`src/rtl/cordic_pkg.sv`:
```
// Types shared by the cordic datapath: the default operand width, the
// fixed-point word type and the initiator state encoding.
package cordic_pkg;

    localparam int DEFAULT_DATA_W = 23;

    typedef logic signed [DEFAULT_DATA_W-1:0] fixed_t;

    typedef enum logic [1:0] {
        IDLE,
        ISSUE,
        WAIT,
        HOLD
    } init_state_t;

endpackage

```
`src/rtl/cordic_initiator.sv`:
```
// Initiator side of the cordic start/done handshake: issues one operand at a
// time, waits for done with a timeout, and keeps a running sum of results.
module cordic_initiator
    import cordic_pkg::*;
#(
    parameter int DATA_W  = DEFAULT_DATA_W,
    parameter int ACC_W   = 32,
    parameter int TIMEOUT = 64
) (
    input  logic              clk,
    input  logic              reset,
    input  logic              in_valid,
    output logic              in_ready,
    input  logic [DATA_W-1:0] in_theta,
    output logic              co_clk_en,
    output logic              co_start,
    output logic [DATA_W-1:0] co_theta,
    input  logic              co_done,
    input  logic [DATA_W-1:0] co_result,
    output logic              out_valid,
    input  logic              out_ready,
    output logic [DATA_W-1:0] out_result,
    output logic              out_timeout,
    input  logic              acc_clear,
    output logic [ACC_W-1:0]  acc_sum,
    output logic [15:0]       result_count
);

    localparam int CNT_W = (TIMEOUT > 2) ? $clog2(TIMEOUT) : 1;
    localparam logic [CNT_W-1:0] CNT_LAST = CNT_W'(TIMEOUT - 1);

    init_state_t      state;
    init_state_t      state_next;
    logic [CNT_W-1:0] wait_cnt;
    logic             live;
    logic             accept;
    logic             add;
    logic             timed_out;
    logic [ACC_W-1:0] add_value;

    // live keeps in_ready low on the reset cycle itself, so it rises only
    // on the first cycle after reset is released.
    always_ff @(posedge clk) begin
        if (!reset) begin
            state <= IDLE;
            live  <= 1'b0;
        end else begin
            state <= state_next;
            live  <= 1'b1;
        end
    end

    always_comb begin
        state_next = state;
        in_ready   = 1'b0;
        co_start   = 1'b0;
        co_clk_en  = 1'b0;
        out_valid  = 1'b0;
        accept     = 1'b0;
        add        = 1'b0;
        timed_out  = 1'b0;
        case (state)
            IDLE: begin
                in_ready = live;
                if (in_valid && live) begin
                    accept     = 1'b1;
                    state_next = ISSUE;
                end
            end
            ISSUE: begin
                co_start   = 1'b1;
                co_clk_en  = 1'b1;
                state_next = WAIT;
            end
            WAIT: begin
                co_clk_en = 1'b1;
                // done takes priority over a timeout landing in the same cycle
                if (co_done) begin
                    add        = 1'b1;
                    state_next = HOLD;
                end else if (wait_cnt == CNT_LAST) begin
                    timed_out  = 1'b1;
                    state_next = HOLD;
                end
            end
            HOLD: begin
                out_valid = 1'b1;
                if (out_ready) begin
                    state_next = IDLE;
                end
            end
            default: state_next = IDLE;
        endcase
    end

    assign add_value = add ? ACC_W'($signed(co_result)) : '0;

    always_ff @(posedge clk) begin
        if (!reset) begin
            wait_cnt     <= '0;
            co_theta     <= '0;
            out_result   <= '0;
            out_timeout  <= 1'b0;
            acc_sum      <= '0;
            result_count <= '0;
        end else begin
            if (accept) begin
                co_theta <= in_theta;
            end
            if (state == ISSUE) begin
                wait_cnt <= '0;
            end else if (state == WAIT) begin
                wait_cnt <= wait_cnt + CNT_W'(1);
            end
            if (add) begin
                out_result  <= co_result;
                out_timeout <= 1'b0;
            end else if (timed_out) begin
                out_result  <= '0;
                out_timeout <= 1'b1;
            end
            // a clear coincident with a result keeps only that result
            acc_sum      <= (acc_clear ? '0 : acc_sum) + add_value;
            result_count <= (acc_clear ? 16'd0 : result_count) + (add ? 16'd1 : 16'd0);
        end
    end

endmodule

```
`config.mk`:
```
export PLATFORM = sky130hd
export DESIGN_NAME = cordic_initiator
export DESIGN_NICKNAME = d
export VERILOG_FILES = /design/src/rtl/cordic_pkg.sv /design/src/rtl/cordic_initiator.sv
export SDC_FILE = /design/constraint.sdc
export NUM_CORES = 1
export LEC_CHECK = 0
export ABC_AREA = 1
export CELL_PAD_IN_SITES_DETAIL_PLACEMENT = 1
export CELL_PAD_IN_SITES_GLOBAL_PLACEMENT = 1
export CORE_AREA = 5 5 137 172
export DETAILED_ROUTE_END_ITERATION = 10
export DIE_AREA = 0 0 142 177
export GPL_ROUTABILITY_DRIVEN = 1
export GPL_TIMING_DRIVEN = 0
export HOLD_SLACK_MARGIN = 0.15
export PLACE_DENSITY = 0.82
export REMOVE_ABC_BUFFERS = 1
export SLEW_MARGIN = 5
export SYNTH_ARGS = -nofsm -noshare
export SYNTH_HDL_FRONTEND = slang
export SYNTH_SLANG_ARGS = --single-unit
```
`constraint.sdc`:
```
create_clock -name clk -period 3.2 [get_ports clk]
set_input_delay 0.96 -clock clk [delete_from_list [all_inputs] [get_ports clk]]
set_output_delay 0.96 -clock clk [all_outputs]
set_load 0.005 [all_outputs]
```
==> Yosys cells after proc, flatten, opt, wreduce, memory -nomap -nowiden <==
Cells that the tools add are included.
Widths: inputs -> output; s select.
{ "totals": {"register_bits": 104, "out_inout_bits": 99, "in_bits": 52, "latch_bits": 0, "mem_count": 0, "mem_bits_ro": 0, "mem_bits_rw": 0} }
{ "classes": {"n_reduce_logical": 7, "n_bitwise": 1, "magnitude_cmp": 0, "div": 0, "eq_ne": 7, "addsub": 3, "n_mux": 23, "shifts": 0, "mul": 0} }
{ "op_table": {"columns": ["operator", "count"], "rows": [
  ["$mux 32", 2],
  ["$mux 23", 2],
  ["$add 32x32->32", 1],
  ["$add 16x1->16", 1],
  ["$mux 16", 1],
  ["$mux 1", 13],
  ["$mux 2", 4],
  ["$pmux 2 s4", 1],
  ["$add 6x1->6 const B", 1],
  ["$eq 6x6->1 const B", 1],
  ["$reduce_or 2->1", 3],
  ["$eq 2x2->1 const B", 2],
  ["$ne 2x2->1 const B", 2],
  ["$ne 3x3->1 const B", 1],
  ["$reduce_and 3->1", 1],
  ["$eq 2x1->1 const B", 1],
  ["$logic_not 2->1", 1],
  ["$reduce_bool 2->1", 1],
  ["$logic_and 1x1->1", 1],
  ["$not 1->1", 1]
]} }

==> Logic depth before layout (Yosys ltp) <==
{ "depth": {"ltp_word": 6, "ltp_mapped": 20, "mapped_depth_nobuf": 18} }

==> Worst setup path before layout <==
No wires, ideal clock.
{ "synth_timing": {"path_kind": "input -> register", "from": "input acc_clear", "to": "register acc_sum[28]", "stages": 13, "slack_ns": 0.332, "n_path_buf": 2, "arrival_time_ns": 2.753, "required_ns": 3.085, "path_cell_list": "buf_6 -> clkbuf_1 -> nor2_1 -> ha_1 -> fa_1 -> nand3_1 -> nand3_1 -> nand3_1 -> nand3_1 -> nand2_1 -> nand3_1 -> nand2_1 -> nor2_1"} }
{ "synth_between": {"elab_chain_len": 2} }
{ "synth_lines": {"columns": ["element", "line_no", "source"], "rows": [
  ["start, declared", "cordic_initiator.sv:24", "input logic acc_clear,"],
  ["$mux 32", "cordic_initiator.sv:123", "acc_sum <= (acc_clear ? '0 : acc_sum) + add_value;"],
  ["$add 32x32->32", "cordic_initiator.sv:123", null],
  ["end signal, assigned", "cordic_initiator.sv:123", null],
  ["end, declared", "cordic_initiator.sv:25", "output logic [ACC_W-1:0] acc_sum,"]
]} }
No other way between the ends.
A chain may end at the register's enable or synchronous reset.

==> Final worst setup path <==
{ "layout_timing": {"from": "register state[0]", "to": "output in_ready"} }
{ "layout_between": {"elab_chain_len": 2} }
{ "layout_lines": {"columns": ["element", "line_no", "source"], "rows": [
  ["start, declared", "cordic_initiator.sv:32", "init_state_t state;"],
  ["start signal, assigned", "cordic_initiator.sv:48", "state <= state_next;"],
  ["$logic_not 2->1", "cordic_initiator.sv:62", "case (state)"],
  ["$mux 1", "cordic_initiator.sv:62", null],
  ["end, declared", "cordic_initiator.sv:13", "output logic in_ready,"]
]} }
No other way between the ends.

==> metrics.md <==
| Metric | Value |
|---|---|
| R2R setup slack | 270 ps |
| Layout cells sized above 1 | 4.671% |
| Die height | 177 um |
| First-pass GRT wire length | 33940 um |
| Setup Skew | 12.54 ps |
| Slew @ Worst Pin | 1124 ps |
| IO buf count | 150 |
| Number of CTS-inserted buffers | 9 |
| Crit path from | state[0] |
| Num Clock Sinks | 104 |
| Grt total ovfl | 0 |
| Cell Rows | 61 |
| Post-CTS Hold Buffers | 0 |
| Final Wtd Congestion | 0.8777 |
| Area grow syn2layout | 34.78% |
| Highest Clock Rate | 0.3260 GHz |
| Post-synth cell types | 35 |
| Async SR Flop Fraction | 0% |
| Seq pwr share | 41.6% |
| Data required, critical path | 2240 ps |
| Netlist Area Pre-Place | 6410 um^2 |
| Gate power share | 28.0% |
| Total negative slack | 0 ps |
| Clk pin slew, worst setup/hold paths | 70 ps |
| Post-synthesis area per instance | 6.081 um^2 |
| Worst hold path depth | 2 |
| R2R cell count | 16 |
| Pin count of the biggest net entering global routing | 43 |
| CTS tree | done |
| Seq/Total Area, Yosys | 32.48% |
| Endpoints failing setup | 0 |
| Vias per inst | 4.665 |
| Core Area | 21830 um^2 |
| DR top layer | met4 |
| TritonRoute pass-1 iters | 4 |
| Final design utilization | 39.58% |
| Wire length on met2 | 11460 um |
| Dpl hpwl | 16850 um |
| Reg-to-Reg End | acc_sum[29] |
| Outcome | finished clean |
| WS Path Type | reg2out |
| Number of global-route vias before repair | 7016 |
| Clock Path Buffers | 2 |
| I/O pins | 151 |
| Pwr/cell area | 409.5 nW/um^2 |
| Via count | 6914 |
| Worst r2r src | state[0] |
| Register bit total from synthesis | 104 |
| Worst Setup End Kind | output port |
| Most frequent cells in the layout | nand2_1, inv_1, clkdlybuf4s50_1 |
| Starting density of the core | 29.36% |
| Drt wl/cell | 14.42 um |
| Skew-Pair Late Insertion Delay | 370 ps |
| Detailed Route WL | 21370 um |
| Crit share post-route | 95.85% |
| Die area | 25130 um^2 |
| Max H-tree Level | 3 |
| Worst EP arrival | 2110 ps |
| Antenna cell count | 0 |
| CP max FO | 13 |
| Max transition margin | 25.09% |
| Clock root buffer | clkbuf_16 |
| Syn Inst Count | 1054 |
| Switching share of power | 32.39% |
| Total Nets Final | 1285 |
| Worst hold endpoint | out_result[5] |
| Maximum vdd ir drop | 236.5 uV |
| CP startpoint kind | flip-flop |
| M1 wire length | 8578 um |
| Number of flops mapped to enable cells by yosys | 0 |
| Internal power | 2.392 mW |
| Routed Antenna Nets | 0 |
| Drt drc | 0 |
| Syn. warnings | 0 |
| Total track usage | 16.73% |
| Net switching power | 1.146 mW |
| Initial drt markers | 214 |
| Worst hold start | out_result[5] |
| Width of the die | 142 um |
| Power share of the clock group | 30.4% |
| Min Clock Period, post-route | 3067 ps |
| Final hold vios | 0 |
| Pleak | 4.059 nW |
| Antenna violations before repair | 0 |
| WL met3 | 852 um |
| Hold Crit Class | reg2reg |
| Ys flop type | dfxtp_1 |
| Number of max-cap violations | 0 |
| Most common cell after layout, fill and taps aside | nand2_1 |
| Fin. max-slew vios | 0 |
| RSZ-0062 raised after global routing | no |
==> logic make-up after synthesis <==
group / count (synthesis) / share of synthesized area, %
adders and majority gates: 39 / 7.730
xor gates and xnor gates: 3 / 0.4100
DFF: 104 / 32.48
and+or+nand+nor: 550 / 35.04
buffers and inverters: 224 / 13.33
AOI/OAI and AO/OA: 134 / 11.01
==> worst max path at each step <==
stage | to | depth (start not counted)
6_report | in_ready | 5
5_1_grt | acc_sum[31] | 18
4_1_cts | acc_sum[29] | 15
3_5_place_dp | acc_sum[31] | 14
2_1_floorplan | acc_sum[31] | 13
3_3_place_gp | wait_cnt[4] | 5
==> critical path, cell delays in order, from the launching register on <==
cell	delay, ps
dfxtp_1	390
inv_1	80
ha_1	230
nand2_1	210
clkinvlp_4	320
clkdlybuf4s50_1	530
==> state kept, by name, summed over array words and instances (netlist names) <==
| name | flops |
|---|---|
| live | 1 |
| out_timeout | 1 |
| acc_sum | 32 |
| co_theta | 23 |
| out_result | 23 |
| result_count | 16 |
| wait_cnt | 6 |
| state | 2 |
==> power groups by stage <==
stage          Combinational, mW  Clock, mW  Sequential (mW)
3_5_place_dp               0.949          0             1.50
5_1_grt                     1.10       1.17             1.49
2_1_floorplan              0.450          0             1.50
6_report                   0.991       1.08             1.47
4_1_cts                     1.00       1.13             1.47
3_3_place_gp               0.918          0             1.49
==> what timing repair did <==
action                                  in CTS  in global routing
gates cloned                                 1                  1
setup buffers                                2                  0
resized for setup                           19                  6
pin swaps                                    0                  0
endpoints found under the setup margin      24                 22
==> routing by layer <==
| metal | vias up | GRT usage (%) |
|---|---|---|
| li1 | 3526 | - |
| met1 | 3246 | 17.68 |
| met2 | 115 | 32.66 |
| met3 | 27 | 2.649 |
| met4 | 0 | 6.200 |
| met5 | - | 0 |
==> area by class of cell <==
cell class | instances | area [um^2]
Clock buffer | 9 | 225.2
Clock inverter | 7 | 55.05
Fill cell | 2843 | 13190
Inverter | 196 | 748.2
Multi-Input combinational cell | 726 | 3575
Sequential cell | 104 | 2082
Tap cell | 283 | 354.1
Timing Repair Buffer | 155 | 1589
Timing Repair inverter | 2 | 11.26
==> per-stage QoR <==
stage	hold WS, ps	worst slack [ps]	cells	power, mW	area, um^2
finish	461.0	132.8	1482	3.538	8640
global route	477.3	18.19	1482	3.762	8640
CTS	463.3	-10.32	1481	3.601	8616
detailed placement	453.4	-910.6	1462	2.452	8204
global placement	447.5	-2212	1459	2.413	8147
floorplan	449.3	449.6	1026	1.952	6291
==> cells in the mapped netlist (2+ instances only) <==
library cell  count  area share, %
inv_1           193             11
nand4_1           8           0.78
ha_1             38            7.4
nor2_1          122            7.1
a31oi_1           3           0.29
buf_2             5           0.39
nand2_2           2           0.20
o21ai_0          19            1.5
nand2_1         331             19
xnor2_1           2           0.27
dfxtp_1         104             32
o21a_1            3           0.35
a211oi_1          4           0.47
nor3_1           14            1.1
clkbuf_1         21            1.2
inv_2             2           0.12
and2_1            3           0.29
nand3_1          62            4.8
a21oi_1          99            7.7
nor2_2            2           0.20
o21bai_1          3           0.35
Note: power is estimated with default switching activity, not from simulation.
